### config.mk
export PLATFORM = sky130hd
export DESIGN_NAME = seq_magnitude_comparator
export DESIGN_NICKNAME = d
export VERILOG_FILES = /design/src/rtl/cmp_pkg.sv /design/src/rtl/chunk_comparator.sv /design/src/rtl/seq_magnitude_comparator.sv
export SDC_FILE = /design/constraint.sdc
export NUM_CORES = 1
export LEC_CHECK = 0
export BUFFER_PORTS_ARGS = -buffer_cell sky130_fd_sc_hd__clkbuf_2
export CAP_MARGIN = 20
export CORE_MARGIN = 1.5
export CORE_UTILIZATION = 35
export DETAILED_ROUTE_END_ITERATION = 10
export PLACE_DENSITY = 0.53
export SYNTH_ARGS = -nofsm -noshare
export SYNTH_HDL_FRONTEND = slang
export SYNTH_SLANG_ARGS = --single-unit
### constraint.sdc
create_clock -name clk -period 3.4 [get_ports clk]
set_clock_uncertainty 0.05 [all_clocks]
set_input_delay 1.02 -clock clk [delete_from_list [all_inputs] [get_ports clk]]
set_output_delay 1.02 -clock clk [all_outputs]
set_load 0.03 [all_outputs]
### src/rtl/cmp_pkg.sv
// Shared definitions for the sequential magnitude comparator: FSM encoding
// and the bit positions of the less/equal/greater flags in a 3-bit flag vector.
package cmp_pkg;

    typedef enum logic [1:0] {
        IDLE = 2'b00,
        RUN  = 2'b01,
        DONE = 2'b10
    } state_e;

    localparam int LT = 0;
    localparam int EQ = 1;
    localparam int GT = 2;

endpackage

### src/rtl/chunk_comparator.sv
// Combinational unsigned comparison of one CHUNK-wide slice; lt/eq/gt are one-hot.
module chunk_comparator #(
    parameter int W = 8
) (
    input  logic [W-1:0] a,
    input  logic [W-1:0] b,
    output logic         lt,
    output logic         eq,
    output logic         gt
);

    assign lt = (a < b);
    assign eq = (a == b);
    assign gt = (a > b);

endmodule

### src/rtl/seq_magnitude_comparator.sv
// Chunk-serial magnitude comparator, MSB chunk first, with early termination.
// Define SEQ_CMP_SIGNED_EN to add the signed_mode port (two's-complement ordering).
module seq_magnitude_comparator
    import cmp_pkg::*;
#(
    parameter int WIDTH = 32,
    parameter int CHUNK = 8
) (
    input  logic                              clk,
    input  logic                              rst_n,
    input  logic                              in_valid,
    output logic                              in_ready,
    input  logic [WIDTH-1:0]                  x,
    input  logic [WIDTH-1:0]                  y,
    input  logic                              lin,
    input  logic                              ein,
    input  logic                              gin,
`ifdef SEQ_CMP_SIGNED_EN
    input  logic                              signed_mode,
`endif
    output logic                              out_valid,
    input  logic                              out_ready,
    output logic                              less,
    output logic                              equal,
    output logic                              greater,
    output logic [$clog2(WIDTH/CHUNK):0]      cycles
);

    localparam int NCHUNK = WIDTH / CHUNK;
    localparam int IDXW   = (NCHUNK > 1) ? $clog2(NCHUNK) : 1;
    localparam int CW     = $clog2(NCHUNK) + 1;

    state_e            state_q, state_d;
    logic [IDXW-1:0]   idx_q, idx_d;
    logic [WIDTH-1:0]  x_q, y_q;
    logic [2:0]        cas_q;
    logic [2:0]        flags_q, flags_d;
    logic [CW-1:0]     cycles_q, cycles_d;
    logic              load;
    logic [CHUNK-1:0]  x_chunk, y_chunk;
    logic              c_lt, c_eq, c_gt;
`ifdef SEQ_CMP_SIGNED_EN
    logic              sgn_q;
`endif

    // Slice selection; in signed mode the MSB chunk's sign bit is flipped so an
    // unsigned compare yields two's-complement ordering.
    always_comb begin
        x_chunk = x_q[idx_q*CHUNK +: CHUNK];
        y_chunk = y_q[idx_q*CHUNK +: CHUNK];
`ifdef SEQ_CMP_SIGNED_EN
        if (sgn_q && (idx_q == IDXW'(NCHUNK - 1))) begin
            x_chunk[CHUNK-1] = ~x_chunk[CHUNK-1];
            y_chunk[CHUNK-1] = ~y_chunk[CHUNK-1];
        end
`endif
    end

    chunk_comparator #(.W(CHUNK)) u_chunk_cmp (
        .a  (x_chunk),
        .b  (y_chunk),
        .lt (c_lt),
        .eq (c_eq),
        .gt (c_gt)
    );

    // NOTE: sequential state uses non-blocking assignments so every register
    // samples pre-edge values regardless of process evaluation order.
    always_ff @(posedge clk or negedge rst_n) begin
        if (!rst_n) state_q <= IDLE;
        else        state_q <= state_d;
    end

    // NOTE: every signal driven here gets a default first, so no path can
    // leave it unassigned and infer a latch.
    always_comb begin
        state_d = state_q;
        case (state_q)
            IDLE:    if (in_valid)                 state_d = RUN;
            RUN:     if (!c_eq || idx_q == '0)     state_d = DONE;
            DONE:    if (out_ready)                state_d = IDLE;
            default:                               state_d = IDLE;
        endcase
    end

    always_comb begin
        in_ready  = (state_q == IDLE);
        out_valid = (state_q == DONE);
        less      = flags_q[LT];
        equal     = flags_q[EQ];
        greater   = flags_q[GT];
        cycles    = cycles_q;
    end

    // Datapath next-state: chunk index walk, result flags and RUN-cycle count.
    always_comb begin
        idx_d    = idx_q;
        flags_d  = flags_q;
        cycles_d = cycles_q;
        load     = 1'b0;
        case (state_q)
            IDLE: begin
                if (in_valid) begin
                    idx_d = IDXW'(NCHUNK - 1);
                    load  = 1'b1;
                end
            end
            RUN: begin
                if (!c_eq) begin
                    flags_d     = '0;
                    flags_d[LT] = c_lt;
                    flags_d[GT] = c_gt;
                    cycles_d    = CW'(NCHUNK) - CW'(idx_q);
                end else if (idx_q == '0) begin
                    flags_d  = cas_q;
                    cycles_d = CW'(NCHUNK);
                end else begin
                    idx_d = idx_q - 1'b1;
                end
            end
            default: ;
        endcase
    end

    always_ff @(posedge clk or negedge rst_n) begin
        if (!rst_n) begin
            idx_q    <= IDXW'(NCHUNK - 1);
            x_q      <= '0;
            y_q      <= '0;
            cas_q    <= '0;
            flags_q  <= '0;
            cycles_q <= '0;
`ifdef SEQ_CMP_SIGNED_EN
            sgn_q    <= 1'b0;
`endif
        end else begin
            idx_q    <= idx_d;
            flags_q  <= flags_d;
            cycles_q <= cycles_d;
            if (load) begin
                x_q   <= x;
                y_q   <= y;
                cas_q <= {gin, ein, lin};
`ifdef SEQ_CMP_SIGNED_EN
                sgn_q <= signed_mode;
`endif
            end
        end
    end

endmodule
* After elaboration in Yosys (flattened, before gate mapping)
Index checks and enable logic that the tools add are counted.
Word-level totals: flip-flop bits (word level) 77, bits of input ports 71, output and inout port bits 8, logic and storage cells 44
Operators by class: add/sub/neg operators 2, order comparisons 2, equal/unequal tests 9, shift operators 2, mux-type cells 14, reduce and logical (&&, ||, !) cells 8
Operators by type and width (number):
- $shiftx 32x6->8 | 2
- $mux 2 | 6
- $mux 3 | 4
- $eq 8x8->1 | 1
- $gt 8x8->1 | 1
- $lt 8x8->1 | 1
- $ne 2x2->1 const B | 4
- $pmux 2 s3 | 1
- $logic_not 2->1 | 2
- $ne 2x1->1 const B | 2
- $pmux 2 s2 | 1
- $reduce_and 4->1 | 1
- $reduce_and 3->1 | 1
- $sub 3x2->3 const A | 1
- $eq 2x1->1 const B | 1
- $eq 2x2->1 const B | 1
- $mux 1 | 2
- $reduce_and 2->1 | 1
- $reduce_bool 2->1 | 1
- $sub 2x1->2 const B | 1
- $logic_not 1->1 | 1
- $logic_or 1x1->1 | 1

* Longest topological paths before layout
Gate-level depths: netlist of the first run.
depth after elaboration 6, mapped depth 8, gate-level depth less buffers 7

* Hierarchy
From an unflattened synthesis of the first run, not the netlist that was laid out.
Unflattened totals: cell total of the unflattened synthesis 236, area, all modules 3554.7 sq um
By module, submodules not included:
- seq_magnitude_comparator | times used 1, cells each 207, area each 3329.4 sq um
- chunk_comparator | times used 1, cells each 29, area each 225.2 sq um

* Least setup slack after synthesis of the first run
Ideal clock, no wire load.
kind register to register, from register idx_q[0], to register flags_q[2], library setup time 119 ps, data arrival time 2542 ps, data required time 3231 ps, setup slack 689 ps, stages on the path, launching flop included 9, path buffers 2, period minus slack after synthesis 2711 ps, cell sequence dfstp_2 -> buf_4 -> buf_4 -> mux4_2 -> ha_1 -> a211oi_1 -> nor2_1 -> or3_1 -> o21a_1
Between the ends: longest elaborated chain between the ends 4, elaborated cells between the ends (all ways) 8, those cells by class 1 x order compare; 2 x eq/ne; 2 x shift; 1 x mux; 2 x reduce/logical
RTL lines:
- from (decl) | line seq_magnitude_comparator.sv:34 | logic [IDXW-1:0] idx_q, idx_d;
- from (signal assigned) | line seq_magnitude_comparator.sv:127 | idx_q <= IDXW'(NCHUNK - 1);
- from (signal assigned) | line seq_magnitude_comparator.sv:137 | idx_q <= idx_d;
- branches (longest 4 deep; another with $gt 8x8->1)
- to (signal assigned) | line seq_magnitude_comparator.sv:138 | flags_q <= flags_d;
- to (decl) | line seq_magnitude_comparator.sv:37 | logic [2:0] flags_q, flags_d;
Parallel ways; which one is timed is not known. A chain may end at the register's enable or synchronous reset.

* Final worst setup path of the first run
Same ends and word-level chain as after synthesis.

==> impl_metrics.env, run 1 <==
export IMPL_start_kind="flop"
export IMPL_top_level_ports=79
export IMPL_hold_violations=0
export IMPL_syn_nets=312
export IMPL_antenna_found_initial=0
export IMPL_arrival_ps=3080
export IMPL_critPathMaxStageDelay_ps=770
export IMPL_critPathCaptureType="flop"
export IMPL_combPwrFrac_pct=39.9
export IMPL_synth_area_top_cells="dfrtp_1 48%, mux2_4 26%, mux4_2 9.3%"
export IMPL_ant_nets=0
export IMPL_p_leak_nw=2.22
export IMPL_finalSetupViolations=0
export IMPL_critPathMaxFanout=11
export IMPL_cts_clk_slew_worst_paths_ps=70
export IMPL_synth_top_cell_area_share_pct=48.3
export IMPL_worstSkewPairLatency_ps=350
export IMPL_cell_internal_pwr_w=0.00288
export IMPL_routed_wl_mm=7.39
export IMPL_fin_nets=393
export IMPL_place_gp_congestion=0.815
export IMPL_cts_resized_gates=0
export IMPL_critPathKind="flop to flop"
export IMPL_synth_seq_cells=77
export IMPL_wl_per_cell_um=16.1
export IMPL_gr_usage_met1_pct=18.4
export IMPL_place_hpwl_mm=5.39
export IMPL_cts_sinks=77
export IMPL_r2r_start="idx_q[0]$_DFFE_PN1P_"
export IMPL_gr_total_overflow=0
export IMPL_maxSlewViolCount=0
export IMPL_relSlewSlack_pct=36.9
export IMPL_initial_utilization_pct=35.8
export IMPL_fp_dieH_um=108
export IMPL_grt_pass1_vias=2327
export IMPL_drive_gt1_share_pct=59.7
export IMPL_io_buffers=78
export IMPL_worst_path_buf_inv=2
export IMPL_synthCells=232
export IMPL_worstReg2RegEnd="flags_q[2]$_DFFE_PN0P_"
export IMPL_cts_setup_buffers=0
export IMPL_drc_errors=0
export IMPL_die_w_um=108
export IMPL_hold_path_endpoint="cycles[2]$_DFFE_PN0P_"
export IMPL_status="finished, final reports clean"
export IMPL_r2r_slack_ps=500
export IMPL_yosys_most_used_dff="dfrtp_1"
export IMPL_grt_usage_pct=13.9
export IMPL_syn_avg_cell_area_um2=16.7
export IMPL_drtPass1Iterations=4
export IMPL_ys_seq_area_share_pct=49.7
export IMPL_power_w=0.00411
export IMPL_min_period_over_period_pct=85.3
export IMPL_synthDistinctLibCells=34
export IMPL_power_frac_seq_pct=40.0
export IMPL_grt_max_degree=78
export IMPL_synthMostInstantiatedCell="dfrtp_1"
export IMPL_num_rows=38
export IMPL_cp_top_family="flip-flops"
export IMPL_worst_pin_slew_ps=947
export IMPL_grt_pass1_wl_mm=12.0
export IMPL_use_met3_pct=3.68
export IMPL_mappedNetlistArea_um2=3880
export IMPL_post_route_util_pct=42.0
export IMPL_numCtsBuffers=9
export IMPL_worst_slack_ps=499
export IMPL_hold_depth=2
export IMPL_p_sw_share_pct=29.8
export IMPL_h_tree_depth=3
export IMPL_clkPwrFrac_pct=20.1
export IMPL_drv_cap=0
export IMPL_grt_busiest_layer="met2"
export IMPL_vias=2102
export IMPL_antennaDiodeCount=0
export IMPL_syn_to_final_growth_pct=17.2
export IMPL_max_freq_ghz=0.345
export IMPL_met2_usage_pct=21.2
export IMPL_hp_class="flop to flop"
export IMPL_power_switching_w=0.00123
export IMPL_coreArea_um2=10800
export IMPL_regArea_um2=1930
export IMPL_cp_required_ps=3580
export IMPL_synth_edf_count=0
export IMPL_yosysWarnings=0
export IMPL_cts_tree="done"
export IMPL_cts_root_buf="clkbuf_8"
export IMPL_async_flop_share_pct=100
export IMPL_viasPerCell=4.59
export IMPL_power_density_nw_per_um2=902
export IMPL_path_cells="buf_4, mux4_2, inv_1, ha_1, nand4_2, o21ai_1, or3_1, o21a_1"
export IMPL_irDropWorstVdd_mv=0.415
export IMPL_first_iter_violations=88
export IMPL_place_ws_ps=465
export IMPL_cts_buffer_depth=2
export IMPL_reg2reg_depth=8
export IMPL_multi_input_area_um2=1720
export IMPL_grt_setup_unrepaired="no"
export IMPL_crit_path_top_delay_cell="dfstp_2"
export IMPL_synth_top_area_cell="dfrtp_1"
export IMPL_synth_top_cells_by_count="75 x dfrtp_1, 67 x mux2_4, 16 x mux4_2"
export IMPL_finalCriticalPeriod_ps=2900
export IMPL_min_from="cycles[2]$_DFFE_PN0P_"
export IMPL_num_fill_cells=1027
export IMPL_whs_ps=447
export IMPL_ctsHoldBuffers=0
export IMPL_tns_ps=0
export IMPL_die_area_um2=11700
==> power by group through the flow <==
stage	clock (W)	sequential, W	combinational, W
2_1_floorplan	0	0.00157	0.00146
3_3_place_gp	0	0.00166	0.00162
3_5_place_dp	0	0.00165	0.00166
4_1_cts	0.000844	0.00165	0.00167
5_1_grt	0.000878	0.00170	0.00178
6_report	0.000825	0.00164	0.00164
==> sequential cells by signal, indices dropped and copies added, names as in the netlist <==
name and count:
state_q 2, cycles 3, flags_q 3, idx_q 2, x_q 32, cas_q 3, y_q 32
==> placed cells by master, fill, tap and decap left out, types with 3 or more instances in the layout <==
cell type | Yosys | routed
clkbuf_2 | 0 | 77
dfrtp_1 | 75 | 75
mux2_4 | 67 | 67
mux4_2 | 16 | 16
inv_1 | 11 | 11
ha_1 | 9 | 9
clkbuf_8 | 0 | 9
a21oi_1 | 5 | 5
o21ai_1 | 5 | 5
nand2_1 | 4 | 4
buf_4 | 2 | 4
nor3_1 | 3 | 3
bufinv_16 | 0 | 3
==> logic make-up after synthesis <==
logic type	Yosys count	share of synthesized area, %
compound gates	17	2.74
fa+ha+maj	9	2.90
buf+inv	25	5.90
flops	77	49.7
mux	83	35.2
simple gates	21	3.58
==> final cells by class <==
cell class                      count  area share (%)
Clock inverter                      6            2.45
Sequential cell                    77            42.4
Clock buffer                       10            2.80
Timing Repair Buffer               82            9.57
Inverter                           13            1.07
Multi-Input combinational cell    130            37.9
Tap cell                          140            3.85
==> per-layer routing <==
| layer | wire length (um) | part of all wire (%) |
|---|---|---|
| met1 | 3380 | 46 |
| met3 | 354 | 4.8 |
| met2 | 3460 | 47 |
| met4 | 198 | 2.7 |
| met5 | 0 | 0 |
==> worst max path at each step <==
stage / start / end / depth (start not counted)
after floorplan: idx_q[0]$_DFFE_PN1P_ / flags_q[2]$_DFFE_PN0P_ / 8
after global placement: idx_q[0]$_DFFE_PN1P_ / flags_q[2]$_DFFE_PN0P_ / 8
after detailed placement: idx_q[0]$_DFFE_PN1P_ / flags_q[2]$_DFFE_PN0P_ / 8
after CTS: idx_q[0]$_DFFE_PN1P_ / flags_q[2]$_DFFE_PN0P_ / 8
after global routing: idx_q[0]$_DFFE_PN1P_ / flags_q[2]$_DFFE_PN0P_ / 8
final: idx_q[0]$_DFFE_PN1P_ / flags_q[2]$_DFFE_PN0P_ / 8
==> through the flow <==
stage	std cells	cell area (um2)
after floorplan	232	3880
after global placement	442	4310
after detailed placement	442	4310
after CTS	458	4550
after global routing	458	4550
final	458	4550
==> worst register-to-register path: stages, from the launching register on <==
cell and delay [ps]:
dfstp_2 770, buf_4 280, mux4_2 510, inv_1 70, ha_1 230, nand4_2 180
o21ai_1 160, or3_1 350, o21a_1 180
Note: power is estimated with default switching activity, not from simulation.
==> run 2: changes to the inputs <==
Settings changed: CELL_PAD_IN_SITES_DETAIL_PLACEMENT set to 1, CELL_PAD_IN_SITES_GLOBAL_PLACEMENT set to 1, CORE_ASPECT_RATIO set to 1.4, PLACE_DENSITY 0.53 to 0.62.
==> impl_metrics.env, run 2 (synthesized netlist as in run 1, its figures left out) <==
export IMPL_drtPass1Iterations=3
export IMPL_coreArea_um2=10800
export IMPL_top_level_ports=79
export IMPL_worst_pin_slew_ps=974
export IMPL_max_freq_ghz=0.343
export IMPL_drc_errors=0
export IMPL_cts_clk_slew_worst_paths_ps=60
export IMPL_cts_setup_buffers=0
export IMPL_finalSetupViolations=0
export IMPL_fp_dieH_um=128
export IMPL_grt_usage_pct=15.3
export IMPL_combPwrFrac_pct=38.7
export IMPL_cts_tree="done"
export IMPL_io_buffers=78
export IMPL_hp_class="flop to flop"
export IMPL_irDropWorstVdd_mv=0.359
export IMPL_min_period_over_period_pct=85.7
export IMPL_critPathKind="flop to flop"
export IMPL_num_rows=45
export IMPL_cell_internal_pwr_w=0.00298
export IMPL_drv_cap=0
export IMPL_cts_buffer_depth=2
export IMPL_power_switching_w=0.00127
export IMPL_power_density_nw_per_um2=923
export IMPL_grt_max_degree=78
export IMPL_dp_cells=442
export IMPL_largestRegisters="x_q (32), y_q (32)"
export IMPL_worst_slack_ps=485
export IMPL_post_route_util_pct=42.6
export IMPL_final_cell_mix="77 x clkbuf_2, 75 x dfrtp_1, 67 x mux2_4"
export IMPL_critPathMaxFanout=11
export IMPL_viasPerCell=4.74
export IMPL_grt_setup_unrepaired="no"
export IMPL_p_sw_share_pct=29.9
export IMPL_drive_gt1_share_pct=59.3
export IMPL_grt_pass1_wl_mm=13.3
export IMPL_tns_ps=0
export IMPL_wl_per_cell_um=17.7
export IMPL_vias=2172
export IMPL_clkPwrFrac_pct=22.2
export IMPL_place_hpwl_mm=5.93
export IMPL_arrival_ps=3090
export IMPL_h_tree_depth=3
export IMPL_routed_wl_mm=8.13
export IMPL_cts_sinks=77
export IMPL_antennaDiodeCount=0
export IMPL_place_ws_ps=444
export IMPL_hold_violations=0
export IMPL_num_fill_cells=1151
export IMPL_place_gp_congestion=0.811
export IMPL_syn_to_final_growth_pct=18.5
export IMPL_numCtsBuffers=9
export IMPL_antenna_found_initial=0
export IMPL_cts_root_buf="clkbuf_16"
export IMPL_critPathCaptureType="flop"
export IMPL_first_iter_violations=49
export IMPL_initial_utilization_pct=35.9
export IMPL_ant_nets=0
export IMPL_ctsHoldBuffers=0
export IMPL_die_area_um2=11700
export IMPL_final_instance_count_excl_fill=458
export IMPL_p_leak_nw=2.24
export IMPL_worstSkewPairLatency_ps=340
export IMPL_relSlewSlack_pct=35.1
export IMPL_gr_total_overflow=0
export IMPL_grt_pass1_vias=2480
export IMPL_maxSlewViolCount=0
export IMPL_start_kind="flop"
export IMPL_fin_nets=392
export IMPL_finalCriticalPeriod_ps=2920
export IMPL_cp_required_ps=3570
export IMPL_status="finished, final reports clean"
export IMPL_power_frac_seq_pct=39.1
export IMPL_final_common_cell="clkbuf_2"
export IMPL_die_w_um=92.0
export IMPL_cts_resized_gates=0
-- run 2: cell count changes in the layout (fill, tap and decap cells not counted) --
cell	change
clkbuf_16	+9
clkbuf_8	-8
bufinv_16	-2
buf_4	-1
clkbuf_1	+1
clkinv_2	+1
clkinv_4	-1
-- run 2: power by group through the flow --
stage | logic (W) | clock network [W] | registers, W
floorplan | 0.00146 | 0 | 0.00157
global placement | 0.00162 | 0 | 0.00167
detailed placement | 0.00167 | 0 | 0.00166
CTS | 0.00168 | 0.000980 | 0.00166
global route | 0.00179 | 0.00100 | 0.00171
finish | 0.00164 | 0.000943 | 0.00166
-- run 2: layout make-up --
type | count | area [um2] | share of cell area [%]
sequential | 77 | 1930 | 41.9
clock buffer | 12 | 246 | 5.36
timing repair buffer | 81 | 428 | 9.30
tap | 141 | 176 | 3.83
inverter | 13 | 48.8 | 1.06
clock inverter | 4 | 47.5 | 1.03
multi-input combinational | 130 | 1720 | 37.5
-- run 2: path summary, 6_finish.rpt --
check / from / end / slack, ps / depth (start not counted)
setup / recovery: idx_q[0]$_DFFE_PN1P_ / flags_q[2]$_DFFE_PN0P_ / 480 / 8
hold / removal: cycles[1]$_DFFE_PN0P_ / cycles[1]$_DFFE_PN0P_ / 440 / 2
setup reg to reg: idx_q[0]$_DFFE_PN1P_ / flags_q[2]$_DFFE_PN0P_ / 480 / 8
hold reg to reg: cycles[1]$_DFFE_PN0P_ / cycles[1]$_DFFE_PN0P_ / 440 / 2
max in group asynchronous: rst_n / x_q[2]$_DFFE_PN0P_ / 1880 / 1
min in group asynchronous: rst_n / x_q[12]$_DFFE_PN0P_ / 800 / 1
-- run 2: through the flow --
step / total power [W] / hold WS [ps] / instance area [um2]
after global placement: 0.00329 / 439 / 4310
after CTS: 0.00432 / 451 / 4600
final: 0.00425 / 441 / 4600
after detailed placement: 0.00334 / 439 / 4310
after floorplan: 0.00302 / 416 / 3880
after global routing: 0.00450 / 468 / 4600
-- run 2: routing by layer --
layer	share of wire, %	wire length [um]	track usage, %	vias to the layer above
li1	-	-	-	1001
met1	44	3570	18.7	1108
met2	50	4060	25.6	51
met3	3.8	310	2.98	12
met4	2.3	185	7.87	0
met5	0	0	0	-
-- run 2: critical path, cell delays in order, from the launching register on --
cell,delay [ps]
dfstp_2,770
buf_4,280
mux4_2,510
inv_1,70
ha_1,240
nand4_2,170
o21ai_1,160
or3_1,360
o21a_1,190
